`src/rtl/riscv_pkg.sv`:
```
// Shared core definitions: register-file geometry and ALU control codes.
// The decode stage and the ALU both import this package.
package riscv_pkg;

   localparam int unsigned XLEN       = 64;
   localparam int unsigned REG_ADDR_W = 5;
   localparam int unsigned NUM_REGS   = 2 ** REG_ADDR_W;

   localparam logic [REG_ADDR_W-1:0] REG_ZERO = 5'd0;

   typedef enum logic [3:0] {
      AluAdd,
      AluSub,
      AluSll,
      AluSlt,
      AluSltu,
      AluXor,
      AluSrl,
      AluSra,
      AluOr,
      AluAnd
   } alu_op_e;

endpackage

```
`src/rtl/reg_file_wr_dec.sv`:
```
// One-hot write-select decoder for the integer register file.
// The select is gated by wr_en, and bit 0 is always low so x0 is never written.
module reg_file_wr_dec
   import riscv_pkg::*;
#(
   parameter int unsigned AddrW   = REG_ADDR_W,
   parameter int unsigned NumRegs = NUM_REGS
) (
   input  logic               wr_en,
   input  logic [AddrW-1:0]   wr_addr,
   output logic [NumRegs-1:0] wr_sel
);

   always_comb begin
      wr_sel = '0;
      if (wr_en) begin
         wr_sel[wr_addr] = 1'b1;
      end
      wr_sel[0] = 1'b0;
   end

endmodule

```
`src/rtl/reg_file.sv`:
```
// 32 x XLEN integer register file: two operand read ports, one write port, one debug port.
// Define REGFILE_BYPASS_EN to forward same-cycle write data onto rs1/rs2 (never onto dbg).
module reg_file
   import riscv_pkg::*;
(
   input  logic                  clk,
   input  logic                  rst_n,
   input  logic [REG_ADDR_W-1:0] rs1_addr,
   output logic [XLEN-1:0]       rs1_data,
   input  logic [REG_ADDR_W-1:0] rs2_addr,
   output logic [XLEN-1:0]       rs2_data,
   input  logic                  wr_en,
   input  logic [REG_ADDR_W-1:0] rd_addr,
   input  logic [XLEN-1:0]       rd_data,
   input  logic [REG_ADDR_W-1:0] dbg_addr,
   output logic [XLEN-1:0]       dbg_data
);

   logic [NUM_REGS-1:0] wr_sel;
   logic [XLEN-1:0]     regs [NUM_REGS];
   logic [XLEN-1:0]     rs1_arr;
   logic [XLEN-1:0]     rs2_arr;

   reg_file_wr_dec #(
      .AddrW   (REG_ADDR_W),
      .NumRegs (NUM_REGS)
   ) u_wr_dec (
      .wr_en   (wr_en),
      .wr_addr (rd_addr),
      .wr_sel  (wr_sel)
   );

   for (genvar g = 0; g < NUM_REGS; g++) begin : g_reg
      logic [XLEN-1:0] reg_d;
      logic [XLEN-1:0] reg_q;

      always_comb begin
         reg_d = reg_q;
         if (wr_sel[g]) begin
            reg_d = rd_data;
         end
      end

      always_ff @(posedge clk or negedge rst_n) begin
         if (!rst_n) begin
            reg_q <= '0;
         end else begin
            reg_q <= reg_d;
         end
      end

      assign regs[g] = reg_q;
   end

   // x0 is masked explicitly so the read path never depends on entry 0's flop.
   always_comb begin
      rs1_arr  = (rs1_addr == REG_ZERO) ? '0 : regs[rs1_addr];
      rs2_arr  = (rs2_addr == REG_ZERO) ? '0 : regs[rs2_addr];
      dbg_data = (dbg_addr == REG_ZERO) ? '0 : regs[dbg_addr];
   end

`ifdef REGFILE_BYPASS_EN
   logic rs1_hit;
   logic rs2_hit;

   always_comb begin
      rs1_hit  = wr_en && (rd_addr != REG_ZERO) && (rd_addr == rs1_addr);
      rs2_hit  = wr_en && (rd_addr != REG_ZERO) && (rd_addr == rs2_addr);
      rs1_data = rs1_hit ? rd_data : rs1_arr;
      rs2_data = rs2_hit ? rd_data : rs2_arr;
   end
`else
   always_comb begin
      rs1_data = rs1_arr;
      rs2_data = rs2_arr;
   end
`endif

endmodule

```
`config.mk`:
```
export PLATFORM = sky130hd
export DESIGN_NAME = reg_file
export DESIGN_NICKNAME = d
export VERILOG_FILES = /design/src/rtl/riscv_pkg.sv /design/src/rtl/reg_file_wr_dec.sv /design/src/rtl/reg_file.sv
export SDC_FILE = /design/constraint.sdc
export NUM_CORES = 2
export LEC_CHECK = 0
export ABC_CLOCK_PERIOD_IN_PS = 5050
export CORE_UTILIZATION = 60
export DETAILED_ROUTE_END_ITERATION = 10
export PLACE_DENSITY = 0.83
export SKIP_CTS_REPAIR_TIMING = 1
export SLEW_MARGIN = 30
export SYNTH_ARGS = -nofsm -noshare
export SYNTH_HDL_FRONTEND = slang
export SYNTH_SLANG_ARGS = --single-unit
export TNS_END_PERCENT = 50
```
`constraint.sdc`:
```
create_clock -name clk -period 5.05 [get_ports clk]
set_clock_uncertainty 0.1 [all_clocks]
set_input_delay 1.01 -clock clk [delete_from_list [all_inputs] [get_ports clk]]
set_output_delay 1.01 -clock clk [all_outputs]
set_load 0.005 [all_outputs]
```
Word level (Yosys, flattened, before mapping)
Index checks and enable logic that the tools add are counted.
Operators by class
  magnitude comparators: 5
  bitwise operators: 3
  reduce and logical (&&, ||, !) cells: 4
  muxes and demuxes: 15
Operators by type and width (number)
  $bmux W64 S5: 3
  $mux W64: 9
  $mux W32: 1
  $ge A6 B6 Y1 const B: 3
  $not A5 Y6: 3
  $logic_not A5 Y1: 3
  $lt A5 B6 Y1 const B: 1
  $demux W1 S5: 1
  $ge A5 B1 Y1 const B: 1
  $logic_and A1 B1 Y1: 1
  $mux W1: 1
Word-level totals
  register bits after elaboration: 1984
  word-level logic and storage cells: 58

Logic depth before layout (Yosys ltp)
  word-level depth: 5
  depth in mapped cells: 8
  depth with buffers taken out: 4

Modules after synthesis
A second synthesis with hierarchy kept.
Second synthesis, totals
  cell total of the unflattened synthesis: 8461
  area total of the unflattened synthesis: 124861.0 µm²
By module, submodules not included
  reg_file: instances 1, area an instance 124623.3 µm², cells an instance 8413, sequential area each 51249.2 µm²
  reg_file_wr_dec: instances 1, area an instance 237.7 µm², cells an instance 48, sequential area each 0.0 µm²

Worst setup path before layout
No wires, ideal clock.
  path type: input port to output port
  from: input port rs1_addr[1]
  to: output port rs1_data[24]
  stages on the path: 6
  data arrival time: 2420 ps
  setup slack: 1520 ps
  path buffers: 3
  cell sequence: buf_4 > buf_6 > buf_2 > mux4_2 > a211oi_1 > nor4_1
Between the ends
  word-level cells in the longest chain between the ends: 5
RTL lines
  from (decl): RTL line reg_file.sv:8  | input logic [REG_ADDR_W-1:0] rs1_addr,
  $not A5 Y6 (not written as such): RTL line reg_file.sv:57  | rs1_arr = (rs1_addr == REG_ZERO) ? '0 : regs[rs1_addr];
  $bmux W64 S5: RTL line reg_file.sv:57
  $mux W64 (not written as such) (2 in a row): RTL line reg_file.sv:57
  $mux W64 *: RTL line reg_file.sv:57
  to (decl): RTL line reg_file.sv:9  | output logic [XLEN-1:0] rs1_data,
Mark *: on every way between the ends. The rest lies on a longest branch, timed or not. The select of a mux whose other input is x is not followed.

Worst setup path in the final report
  from: input port rs1_addr[3]
  to: output port rs1_data[38]
The elaborated chain is that of the path after synthesis.

==> metrics <==
status complete, but fails checks; failing checks negative setup slack; DIE HEIGHT approximately 450 um; die area 205,900 um2; largest family of logic cells by synthesized area multiplexers; multi-input logic area 67,910 um2; critical path, cell by cell clkdlybuf4s50_1 -> nand2b_4 -> buf_12 -> buf_12 -> nor3_1 -> nor4_1 -> buf_4 -> clkdlybuf4s50_1; Syn Area/Cell about 12 um2; CTS tree done; Rows ~170; most common flop cell mapped by yosys dfrtp_1; CTS root buf clkbuf_16; number of max-cap violations 0; pwr dens between 300 and 400 nW/um2; GPL Wtd Cong 0.9449; Nets around 10,000; vias in the first global route around 100k; most frequent cell after synthesis mux2_2; critical path endpoint category output port; ANT nets after route 0; fillcell total 13,430; Max transition margin 0.2747; Port-buffer cells roughly 280; post-synthesis adder-cell area fraction 0; Core ar. approximately 200,000 um2; Area growth, synth to finish 12.26%; antenna violations before repair 31; largest net degree at the start of global routing approximately 150; final core occ 0.6788; reg2reg setup slack just over 4 ns; Critical R2R Capture g_reg[12].reg_q[15]$_DFFE_PN0P_; # IOs 279; worst vdd ir between 0.0003 and 0.0004 V; simple-gate area share of the yosys netlist 0.03428; EDFF count, synth 0; CP Launch Point rs1_addr[3]; final worst setup slack -0.1235 ns; library cells used by synthesis between 40 and 50; Post-Syn Area roughly 120,000 um2; Worst-Skew Late Latency 0.88 ns; hold_ws 0.4300 ns; xor and xnor fraction of the mapped netlist area 0; share of cells above drive strength 1 0.3798; worst hold-check path type reg2reg; All-Layer GR Usage 0.4388; f_max a little under 0.2 GHz; ys async rst share 1.000; H-tree levels 4; Yosys top cell by area dfrtp_1; Post-Route WL about 460,000 um; Remaining DRCs 0; DR pass1 iterations 7; largest delay contributor family on the critical path buffers and inverters; fin cells around 13,000; #FFs+latches synth 1,984; clock-pin slew on the worst setup and hold paths about 0.060 ns; Leak 0.06104 uW; post-synth top area share 0.4055; total congestion overflow 0; Starting Density 0.6046; most frequent cells after synthesis mux2_2 (2,341), dfrtp_1 (1,984), mux2i_1 (1,666); DP Cell Count 12,230; top post-synthesis cells by area dfrtp_1 (41%), mux2_2 (22%), mux2i_1 (14%); chip width between 400 and 500 um; initial drt markers roughly 15,000; crit path kind in2out; sequential share of the synthesized area 0.4055; Via density 7.906; number of synthesis warnings 0; RSZ-0062 raised after global routing false; critical register-to-register path startpoint g_reg[12].reg_q[15]$_DFFE_PN0P_; Critical Path RT between 3 and 4 ns; setup violators final 7; Syn Nets between 9,000 and 10,000; number of flip-flops in the largest register between 1,500 and 2,000; CP Max Fanout 18; FF-to-FF path depth 1; Worst-Margin Slew around 1.1 ns; min cycle time layout 5.173 ns; fin. max-slew vios 0; biggest regs g.reg_q (1984); clock tree sinks between 1,500 and 2,000; first-pass GRT wire length ~670,000 um; Max stage delay on crit path about 0.7 ns; crit start category input port; via count around 100,000; CTS Buf Count 210; Crit path depth 8; WL/cell 36.28 um; Cells after Synth approximately 10,000; clk buf depth 3; final hold vios 0; total power draw 51,890 uW; CP Buf/Inv Count 5; period utilization 1.024; largest reg by FF count g.reg_q; Synth Area in Compound Gates 0.08614; crit path to rs1_data[38]; Seq. cell area a little under 50,000 um2; Detailed Place HPWL around 270,000 um; post-synthesis mux area share 0.4305; Critical Path AT slightly above 4 ns; critical path's slowest cell clkdlybuf4s50_1
-- metal layers --
metal / routed length, um / GRT usage / vias up
met5: 215 / 0.001866 / -
met4: 43940 / 0.3545 / 26
met3: 72090 / 0.1728 / 3014
met2: 191000 / 0.6195 / 9225
met1: 151500 / 0.5309 / 49470
li1: - / - / 38230
-- logic make-up after synthesis --
kind of cell,count (synthesis)
buf+inv,1095
compound gates,1532
mux,4482
simple gates,734
flops,1984
-- how the worst min path moves through the flow --
| stage | startpoint | endpoint | cells after the start |
|---|---|---|---|
| CTS | rst_n | g_reg[14].reg_q[3]$_DFFE_PN0P_ | 1 |
| global placement | g_reg[13].reg_q[52]$_DFFE_PN0P_ | g_reg[13].reg_q[52]$_DFFE_PN0P_ | 1 |
| detailed placement | g_reg[12].reg_q[16]$_DFFE_PN0P_ | g_reg[12].reg_q[16]$_DFFE_PN0P_ | 1 |
| floorplan | g_reg[12].reg_q[10]$_DFFE_PN0P_ | g_reg[12].reg_q[10]$_DFFE_PN0P_ | 1 |
| finish | g_reg[12].reg_q[16]$_DFFE_PN0P_ | g_reg[12].reg_q[16]$_DFFE_PN0P_ | 1 |
| global route | g_reg[12].reg_q[16]$_DFFE_PN0P_ | g_reg[12].reg_q[16]$_DFFE_PN0P_ | 1 |
-- layout by cell type (no fill, tap or decap), types with 5 or more instances in the layout --
cell	Yosys	routed
o22ai_1	894	894
mux2i_1	1666	1666
a211oi_1	190	185
dfrtp_1	1984	1984
mux4_2	384	384
nand2_4	0	19
a22oi_1	192	192
buf_8	0	7
bufinv_16	0	19
a221o_1	64	64
clkinv_2	0	35
a21oi_1	64	64
nor2b_1	73	65
nor3_1	385	384
or2_4	0	6
nor2_4	4	12
diode_2	0	23
nand3b_1	5	5
nand2b_4	0	10
buf_2	474	63
nor4_1	64	57
clkbuf_1	459	45
nor2b_4	0	8
clkdlybuf4s50_1	0	204
clkbuf_16	0	214
clkinv_8	0	7
nor4_2	0	7
mux2_1	91	91
clkbuf_8	0	57
buf_12	0	206
buf_4	61	346
a221oi_1	126	126
or3_1	126	126
clkinvlp_4	0	7
mux2_2	2341	2341
-- layout make-up --
cell class                      instances  share of cell area
Antenna cell                           23           0.0004187
Clock buffer                          314             0.04569
Clock inverter                         72            0.006890
Multi-Input combinational cell       6748              0.4940
Sequential cell                      1984              0.3612
Tap cell                             2672             0.02432
Timing Repair Buffer                  832             0.06752
-- where the power goes --
part	switching [uW]	total (uW)	internal, uW
clock	6890	16400	9530
sequential	3290	22300	19000
combinational	6050	13200	7120
total	16200	51900	35700
-- through the flow --
stage	area [um2]	TNS [ns]	worst slack [ns]
global route	137400	0	0.01238
global placement	130400	-0.3743	-0.1675
finish	137500	-0.3289	-0.1235
floorplan	122500	0	1.520
detailed placement	130400	-0.2537	-0.1464
CTS	137600	-0.3046	-0.1493
Power figures use the tool's default switching activity.
